`src/rtl/bus_arbiter_pkg.sv`:
```
// Shared types and constants for the round-robin system-bus arbiter.
package bus_arbiter_pkg;

   localparam int MAX_MASTERS    = 8;
   localparam int INDEX_WIDTH    = 3;
   localparam int WATCHDOG_WIDTH = 16;

   typedef logic [INDEX_WIDTH-1:0]    masterIndex_t;
   typedef logic [WATCHDOG_WIDTH-1:0] watchdog_t;

   typedef enum logic [2:0] {
      IDLE    = 3'd0,
      GRANTED = 3'd1,
      BUSY    = 3'd2,
      RELEASE = 3'd3,
      TIMEOUT = 3'd4
   } arbState_e;

   // Index of the master after 'index', wrapping to 0 after count-1.
   function automatic masterIndex_t nextIndex(input masterIndex_t index, input int unsigned count);
      return (32'(index) == count - 1) ? '0 : index + 1'b1;
   endfunction

endpackage

```
`src/rtl/bus_arbiter_if.sv`:
```
// Arbitration and transaction-control lines between the bus masters and the arbiter.
interface bus_arbiter_if
   import bus_arbiter_pkg::*;
#(
   parameter int nrOfMasters = 4
);

   logic [nrOfMasters-1:0] requests;
   logic [nrOfMasters-1:0] grants;
   logic                   beginTransactionIn;
   logic                   endTransactionIn;
   logic                   dataValidIn;
   logic                   endTransactionOut;
   logic                   busErrorOut;
   masterIndex_t           activeMaster;

   // master: the requesters' side; slave: the arbiter's side.
   modport master (
      output requests, beginTransactionIn, endTransactionIn, dataValidIn,
      input  grants, endTransactionOut, busErrorOut, activeMaster
   );

   modport slave (
      input  requests, beginTransactionIn, endTransactionIn, dataValidIn,
      output grants, endTransactionOut, busErrorOut, activeMaster
   );

endinterface

```
`src/rtl/bus_arbiter_rr_priority_select.sv`:
```
// Combinational round-robin selector: first set request at or above the pointer, wrapping.
module rr_priority_select
   import bus_arbiter_pkg::*;
#(
   parameter int nrOfMasters = 4
) (
   input  logic [nrOfMasters-1:0] requests,
   input  masterIndex_t           pointer,
   output masterIndex_t           selected,
   output logic                   valid
);

   logic [MAX_MASTERS-1:0] paddedRequests;
   logic [INDEX_WIDTH:0]   candidate;

   // NOTE: every variable gets a default at the top of always_comb so no path leaves it unassigned (no latch).
   always_comb begin
      paddedRequests = MAX_MASTERS'(requests);
      candidate      = '0;
      selected       = '0;
      valid          = 1'b0;
      for (int offset = 0; offset < nrOfMasters; offset++) begin
         candidate = {1'b0, pointer} + (INDEX_WIDTH+1)'(offset);
         if (candidate >= (INDEX_WIDTH+1)'(nrOfMasters)) begin
            candidate = candidate - (INDEX_WIDTH+1)'(nrOfMasters);
         end
         if (!valid && paddedRequests[candidate[INDEX_WIDTH-1:0]]) begin
            selected = candidate[INDEX_WIDTH-1:0];
            valid    = 1'b1;
         end
      end
   end

endmodule

```
`src/rtl/bus_arbiter.sv`:
```
// Round-robin bus arbiter with a one-hot registered grant held until end of transaction,
// plus a watchdog that aborts stalled transactions with a single-cycle bus error.
module bus_arbiter
   import bus_arbiter_pkg::*;
#(
   parameter int nrOfMasters   = 4,
   parameter int timeoutCycles = 1024
) (
   input logic          clock,
   input logic          reset,
   bus_arbiter_if.slave bus
);

   localparam watchdog_t watchdogReload = WATCHDOG_WIDTH'(timeoutCycles - 1);

   arbState_e              state,        stateNext;
   masterIndex_t           pointer,      pointerNext;
   watchdog_t              watchdog,     watchdogNext;
   logic [nrOfMasters-1:0] grants,       grantsNext;
   masterIndex_t           activeMaster, activeMasterNext;
   logic                   busError,     busErrorNext;
   logic                   expire;
   masterIndex_t           selected;
   logic                   selectedValid;

   rr_priority_select #(
      .nrOfMasters(nrOfMasters)
   ) prioritySelect (
      .requests(bus.requests),
      .pointer (pointer),
      .selected(selected),
      .valid   (selectedValid)
   );

   // NOTE: state registers use non-blocking assignments so every flop samples pre-edge values.
   always_ff @(posedge clock or negedge reset) begin
      if (!reset) begin
         state        <= IDLE;
         pointer      <= '0;
         watchdog     <= watchdogReload;
         grants       <= '0;
         activeMaster <= '0;
         busError     <= 1'b0;
      end else begin
         state        <= stateNext;
         pointer      <= pointerNext;
         watchdog     <= watchdogNext;
         grants       <= grantsNext;
         activeMaster <= activeMasterNext;
         busError     <= busErrorNext;
      end
   end

   always_comb begin
      stateNext        = state;
      pointerNext      = pointer;
      watchdogNext     = watchdog;
      grantsNext       = grants;
      activeMasterNext = activeMaster;
      busErrorNext     = 1'b0;
      expire           = 1'b0;

      case (state)
         IDLE: begin
            if (selectedValid) begin
               stateNext        = GRANTED;
               grantsNext       = nrOfMasters'(1) << selected;
               activeMasterNext = selected;
               pointerNext      = nextIndex(selected, nrOfMasters);
               watchdogNext     = watchdogReload;
            end
         end

         GRANTED: begin
            if (bus.beginTransactionIn) begin
               stateNext    = BUSY;
               watchdogNext = watchdogReload;
            end else if (watchdog == '0) begin
               expire = 1'b1;
            end else begin
               watchdogNext = watchdog - 1'b1;
            end
         end

         BUSY: begin
            // A normal end wins over a watchdog expiring on the same edge.
            if (bus.endTransactionIn) begin
               stateNext        = RELEASE;
               grantsNext       = '0;
               activeMasterNext = '0;
            end else if (watchdog == '0) begin
               expire = 1'b1;
            end else if (bus.dataValidIn || bus.beginTransactionIn) begin
               watchdogNext = watchdogReload;
            end else begin
               watchdogNext = watchdog - 1'b1;
            end
         end

         RELEASE: stateNext = IDLE;

         TIMEOUT: stateNext = IDLE;

         default: begin
            stateNext        = IDLE;
            grantsNext       = '0;
            activeMasterNext = '0;
         end
      endcase

      // The pointer already moved past the stalled master when it was granted.
      if (expire) begin
         stateNext        = TIMEOUT;
         grantsNext       = '0;
         activeMasterNext = '0;
         busErrorNext     = 1'b1;
      end
   end

   assign bus.grants            = grants;
   assign bus.activeMaster      = activeMaster;
   assign bus.busErrorOut       = busError;
   assign bus.endTransactionOut = busError;

endmodule

```
`src/flat_wrapper.sv`:
```
// flat-port wrapper written by rule: the top's interface ports become plain ports
module bus_arbiter_flat import bus_arbiter_pkg::*;
#(
   parameter int nrOfMasters   = 4,
   parameter int timeoutCycles = 1024
)
  (clock, reset, bus_requests, bus_beginTransactionIn, bus_endTransactionIn, bus_dataValidIn, bus_grants, bus_endTransactionOut, bus_busErrorOut, bus_activeMaster);
  bus_arbiter_if #(.nrOfMasters(nrOfMasters)) bus_i ();
  input logic clock;
  input logic reset;
  input wire logic [$bits(bus_i.requests)-1:0] bus_requests;
  input wire logic [$bits(bus_i.beginTransactionIn)-1:0] bus_beginTransactionIn;
  input wire logic [$bits(bus_i.endTransactionIn)-1:0] bus_endTransactionIn;
  input wire logic [$bits(bus_i.dataValidIn)-1:0] bus_dataValidIn;
  output wire logic [$bits(bus_i.grants)-1:0] bus_grants;
  output wire logic [$bits(bus_i.endTransactionOut)-1:0] bus_endTransactionOut;
  output wire logic [$bits(bus_i.busErrorOut)-1:0] bus_busErrorOut;
  output wire logic [$bits(bus_i.activeMaster)-1:0] bus_activeMaster;
  assign bus_i.requests = bus_requests;
  assign bus_i.beginTransactionIn = bus_beginTransactionIn;
  assign bus_i.endTransactionIn = bus_endTransactionIn;
  assign bus_i.dataValidIn = bus_dataValidIn;
  assign bus_grants = bus_i.grants;
  assign bus_endTransactionOut = bus_i.endTransactionOut;
  assign bus_busErrorOut = bus_i.busErrorOut;
  assign bus_activeMaster = bus_i.activeMaster;
  bus_arbiter #(.nrOfMasters(nrOfMasters), .timeoutCycles(timeoutCycles)) u_core (.clock(clock), .reset(reset), .bus(bus_i));
endmodule
```
`config.mk`:
```
export PLATFORM = sky130hd
export DESIGN_NAME = bus_arbiter_flat
export DESIGN_NICKNAME = d
export VERILOG_FILES = /design/src/rtl/bus_arbiter_pkg.sv /design/src/rtl/bus_arbiter_if.sv /design/src/rtl/bus_arbiter_rr_priority_select.sv /design/src/rtl/bus_arbiter.sv /design/src/flat_wrapper.sv
export SDC_FILE = /design/constraint.sdc
export NUM_CORES = 1
export LEC_CHECK = 0
export BUFFER_PORTS_ARGS = -buffer_cell sky130_fd_sc_hd__buf_2
export CAP_MARGIN = 15
export CORE_MARGIN = 8
export CORE_UTILIZATION = 47
export DETAILED_ROUTE_END_ITERATION = 12
export PLACE_DENSITY = 0.65
export REMOVE_ABC_BUFFERS = 1
export SYNTH_ARGS = -nofsm -noshare
export SYNTH_HDL_FRONTEND = slang
export SYNTH_SLANG_ARGS = --single-unit
```
`constraint.sdc`:
```
create_clock -name clock -period 4.35 [get_ports clock]
set_input_delay 0.435 -clock clock [delete_from_list [all_inputs] [get_ports clock]]
set_output_delay 0.435 -clock clock [all_outputs]
set_load 0.02 [all_outputs]
```
==> results.yml, run 1 <==
power_and_ir_drop:
  p_leak_nw: 0.909
  p_per_area_mw_per_mm2: 593
  vdd_drop_max_uv: 461
  p_total_w: 0.00126
drt:
  detail_route.wl_per_cell_um: 14.8
  wl_um: 4110
  drt-pass1-iter-count: 4
  vias: 1609
  drc: 0
  ant_nets: 0
  via_per_inst: 5.81
  drtIter0Drc: 88
cells_and_area:
  final_area_mm2: 0.00213
  layout.cells.non_filler: 277
  multi_input_area_mm2: 0.00106
  diodes: 0
  drive_above_1_share: 0.216
  final_common_cell: "dfrtp_1"
  mostFrequentLayoutCells: "20 x dfrtp_1, 19 x nor2_1, 17 x buf_2"
  fin_util: 0.533
  fill_cells: 382
  nets: 242
  seqCellArea_um2: 763
  area_delta_synth_final_pct: 8.61
logic_synthesis:
  synth_largest_area_cell: "dfrtp_1"
  synth.mux.area_fraction: 0.0702
  syn_inst: 212
  yosysTopAreaCellShare: 0.255
  synth_simple_gate_area_share: 0.195
  synth_xor_area_frac: 0
  synthTopCellsByArea: "dfrtp_1 26%, dfstp_2 13%, ha_1 4.5%"
  synth-compound-area-share: 0.233
  synthesis.area_mm2: 0.00196
  synth_seq_cells: 30
  synth_edf_count: 0
  async_flop_share: 1.00
  synth_top_family_by_area: "compound AO/OA/AOI/OAI gates"
  avgSynthCellArea_um2: 9.25
  synthAdderAreaFrac: 0.0446
  yosysWarnings: 0
  post_synth_num_cell_types: 48
  synth-seq-area-share: 0.389
  synth_top_flop_cell: "dfrtp_1"
floorplan:
  design.core.area_mm2: 0.00400
  start_util: 0.490
  num_rows: 23
  io_pins: 18
  die_x_um: 80.6
  die-area_mm2: 0.00650
  die_h_um: 80.6
clocking:
  cts-root-buf: "clkbuf_8"
  cts-buffers-inserted: 5
  clock_path_buffers: 2
  cts_tree: "built"
  cts_hold_buf: 0
  cts.sinks: 30
  path_clk_slew_ns: 0.06
  postCtsSetupBuffers: 0
  clock_latency_ns: 0.28
  cts_resized: 0
  cts.htree.levels: 2
placed_design:
  gp_congestion: 0.940
  dp_cells: 269
  dpl_cell_area_mm2: 0.00204
  portBuffers: 17
  dp_hpwl_um: 2900
global_routing:
  grt_pass1_wl_um: 7280
  grt.total_usage: 0.140
  antenna_found_initial: 0
  grt_max_degree: 31
  grt_pass1_vias: 1601
  grt-ovfl-total: 0
sta:
  fmax_mhz: 339
  fin_setup_tns_ns: 0
  maxSlewViolCount: 0
  grt_setup_unrepaired: "no"
  tightest_slew_ns: 0.701
  finClkSkew_ns: 0.00454
  setup_viol_count_final: 0
  hold_viol: 0
  slew_headroom: 0.529
  finalCriticalPeriod_ns: 2.95
  finalCritPeriodShare: 0.678
worst_setup_path:
  crit_arrival_ns: 3.10
  crit_path_start_kind: "register"
  end_kind: "register"
  cpPeakStageDelay_ns: 0.63
  critical_path_class: "register to register"
  crit_fanout: 14
  slowest_stage: "dfrtp_1"
  crit_chain: "inv_1 > ha_1 > mux4_2 > a221oi_2 > nand3_2 > o311a_1 > mux2i_1"
  crit_required_ns: 4.50
run_status:
  status: "finished clean"
run:
  max_cap_violations: 0
worst_hold_path:
  hold_path.class: "primary input to async pin"
==> report_power, final <==
part           internal (W)  switching, W  leakage (nW)
registers          0.000340     0.0000744         0.373
clock network      0.000127      0.000106        0.0482
logic              0.000244      0.000372         0.488
==> worst paths after layout <==
kind	from	endpoint	slack, ns	cells past startpoint
setup reg to reg	u_core.pointer[0]	u_core.bus.grants[3]	1.40	7
min in group clock	bus_beginTransactionIn	u_core.state[1]	0.41	3
setup / recovery	u_core.pointer[0]	u_core.bus.grants[3]	1.40	7
hold / removal	reset	u_core.bus.busErrorOut	0.18	1
max in group asynchronous	reset	u_core.pointer[2]	3.73	1
hold reg to reg	u_core.watchdog[6]	u_core.watchdog[6]	0.50	2
==> per-layer routing <==
| layer | global-route usage | part of all wire | vias up |
|---|---|---|---|
| li1 | - | - | 798 |
| met1 | 0.168 | 0.45 | 768 |
| met5 | 0 | 0 | - |
| met4 | 0.0436 | 0.014 | 0 |
| met3 | 0.0480 | 0.062 | 6 |
| met2 | 0.228 | 0.47 | 37 |
==> registers in the layout (all words and copies together) (netlist names) <==
name / cells
u_core.bus.activeMaster: 3
u_core.bus.busErrorOut: 1
u_core.bus.grants: 4
u_core.pointer: 3
u_core.state: 3
u_core.watchdog: 16
==> cells in the mapped netlist, types with 3 or more instances <==
library cell	instances
inv_1	16
nor2_1	19
or4_1	4
nor2b_1	8
ha_1	7
buf_6	3
mux2i_1	7
o21ai_0	5
o2bb2ai_1	4
or3_1	4
dfrtp_1	20
a21o_1	3
dfstp_2	10
clkbuf_1	3
o31ai_1	8
a31oi_1	3
nand3_1	3
o22a_1	4
a21oi_1	10
nor3_1	8
o21ai_1	11
nand2_1	15
==> cells by family (layout without fill, tap and decap cells) <==
family                   Yosys count  in the layout
AO/OA/AOI/OAI                     64             64
adder cells (fa/ha/maj)            7              7
buffers and inverters             27             42
flip-flops                        30             30
multiplexers                      11             11
AND/OR/NAND/NOR                   73             73
==> metrics by stage <==
step | setup slack, ns | hold WS [ns]
after floorplan | 1.73 | 0.139
after global placement | 1.50 | 0.482
after detailed placement | 1.41 | 0.490
after CTS | 1.42 | 0.210
after global routing | 1.18 | 0.243
final | 1.40 | 0.180
==> cell type report <==
type,instances,share of cell area
Multi-Input combinational cell,155,0.500
Inverter,17,0.0299
Tap cell,50,0.0294
Clock buffer,7,0.0405
Timing Repair Buffer,17,0.0399
Clock inverter,1,0.00235
Sequential cell,30,0.358
==> critical path: cells and delay by family (launching register included) <==
kind	cells	cell delay, ns
buffers and inverters	1	0.12
DFF	1	0.63
and+or+nand+nor	1	0.24
AOI/OAI and AO/OA	2	0.68
muxes	2	0.74
adders and majority gates	1	0.40
No activity file was read; power rests on OpenSTA's default activity.
==> inputs of run 2 (changes only) <==
- PLACE_DENSITY: 0.65 -> 0.68
- clock period: 4.35 -> 2.35 ns (I/O delays scaled with it)
==> results.yml, run 2 (synthesis results as in run 1) <==
worst_setup_path:
  r2r-start: "u_core.pointer[1]"
  crit_fanout: 4
  worstReg2RegEnd: "u_core.pointer[1]"
  crit_required_ns: 2.51
  regToRegSetupSlack_ns: 0.03
  critical_path_class: "register to register"
  crit_arrival_ns: 2.48
  crit_path_start_kind: "register"
  end_kind: "register"
  r2r_cells: 10
drt:
  via_per_inst: 5.72
  ant_nets: 0
  drc: 0
  drt-pass1-iter-count: 4
  wl_um: 4560
  detail_route.wl_per_cell_um: 15.1
  vias: 1732
  drtIter0Drc: 135
floorplan:
  design.core.area_mm2: 0.00400
  die_h_um: 80.6
  start_util: 0.490
  num_rows: 23
  die_x_um: 80.6
  die-area_mm2: 0.00650
  io_pins: 18
power_and_ir_drop:
  vdd_drop_max_uv: 822
  p_leak_nw: 1.06
  p_per_area_mw_per_mm2: 1220
clocking:
  cts_hold_buf: 0
  cts.sinks: 30
  clock_path_buffers: 2
  cts-root-buf: "clkbuf_8"
  cts.htree.levels: 2
  path_clk_slew_ns: 0.07
  clock_latency_ns: 0.29
  cts_tree: "built"
  cts-buffers-inserted: 5
global_routing:
  grt_pass1_vias: 1739
  grt_pass1_wl_um: 7820
  antenna_found_initial: 0
  grt.total_usage: 0.149
  grt_max_degree: 31
  grt-ovfl-total: 0
sta:
  finClkSkew_ns: 0.00547
  setup_viol_count_final: 0
  hold_viol: 20
  whs_ns: -0.0239
  grt_setup_unrepaired: "yes"
  tightest_slew_ns: 0.665
  finalCritPeriodShare: 0.986
  maxSlewViolCount: 0
  finalCriticalPeriod_ns: 2.32
  fin_ws_ns: 0.0317
  fmax_mhz: 431
  slew_headroom: 0.557
run:
  max_cap_violations: 0
cells_and_area:
  layout.cells.non_filler: 303
  top_register: "u_core.watchdog"
  mostFrequentLayoutCells: "22 x buf_4, 20 x dfrtp_1, 19 x nor2_1"
  area_delta_synth_final_pct: 25.6
  fill_cells: 354
  drive_above_1_share: 0.356
  diodes: 0
  seqCellArea_um2: 763
  nets: 269
  largestRegisters: "u_core.watchdog: 16 flops, u_core.bus.grants: 4 flops"
  final_common_cell: "buf_4"
  multi_input_area_mm2: 0.00115
  largest_register_ffs: 16
worst_hold_path:
  hold_path.class: "primary input to async pin"
placed_design:
  dp_cells: 291
  portBuffers: 17
  dp_hpwl_um: 3160
  pre_cts_ws_ns: -0.0563
  gp_congestion: 0.827
run_status:
  violations: "hold timing"
  status: "complete, but fails checks"
-- run 2: cell types whose count changed in the layout (fill, tap and decap cells not counted), sizes merged --
cell / change
nand2: +1
bufinv: +1
clkbuf: -1
clkinv: -1
buf: +26
-- run 2: metal layers --
| layer | vias to the layer above | wire [um] | GRT usage |
|---|---|---|---|
| li1 | 853 | - | - |
| met1 | 845 | 2090 | 0.183 |
| met3 | 6 | 215 | 0.0424 |
| met4 | 0 | 70 | 0.0545 |
| met5 | - | 0 | 0 |
| met2 | 28 | 2190 | 0.241 |
-- run 2: how the worst max path moves through the flow --
stage / start / endpoint / slack (ns) / cells after the start
2_1_floorplan: u_core.pointer[0] / u_core.bus.grants[0] / -0.27 / 7
3_3_place_gp: u_core.pointer[1] / u_core.bus.grants[0] / -0.03 / 11
3_5_place_dp: u_core.watchdog[0] / u_core.watchdog[3] / -0.06 / 8
4_1_cts: u_core.watchdog[0] / u_core.bus.grants[2] / 0.002 / 8
5_1_grt: u_core.pointer[1] / u_core.pointer[1] / -0.05 / 10
6_report: u_core.pointer[1] / u_core.pointer[1] / 0.03 / 10
-- run 2: what timing repair did --
item,4_1_cts,5_1_grt
gates resized for setup,2,21
setup buffers,1,3
endpoints found under the setup margin,21,20
pin swaps,2,6
gates cloned,0,1
-- run 2: power breakdown --
group	internal (W)	switching [W]	total (W)
Combinational	0.000823	0.000912	0.00174
Sequential	0.000629	0.0000887	0.000718
Clock	0.000339	0.000204	0.000543
Total	0.00179	0.00121	0.00300
-- run 2: area by class of cell --
| type | instances | area share |
|---|---|---|
| multi-input cells | 156 | 0.469 |
| flip-flops and latches | 30 | 0.310 |
| repair buffers | 43 | 0.123 |
| clock buffers | 6 | 0.0335 |
| inverters | 17 | 0.0269 |
| well taps | 50 | 0.0254 |
| clock inverters | 1 | 0.0122 |
-- run 2: metrics by stage --
step | util | setup TNS, ns | power [W] | instance area, um2 | hold WS, ns
2_1_floorplan | - | -3.46 | 0.00163 | 1890 | -0.0606
3_3_place_gp | 0.554 | -0.0573 | 0.00214 | 2220 | 0.311
3_5_place_dp | 0.554 | -0.515 | 0.00217 | 2220 | 0.317
4_1_cts | 0.588 | 0 | 0.00275 | 2350 | 0.00659
5_1_grt | 0.616 | -0.158 | 0.00322 | 2460 | 0.0460
6_report | 0.616 | 0 | 0.00300 | 2460 | -0.0239
-- run 2: worst max-delay path, stage by stage (launching register included) --
cell	delay, ns
dfrtp_1	0.36
inv_2	0.06
ha_4	0.27
mux4_2	0.52
buf_6	0.14
a22o_1	0.23
o2bb2ai_2	0.15
buf_6	0.15
ha_4	0.19
nand2_1	0.05
o21ai_1	0.06
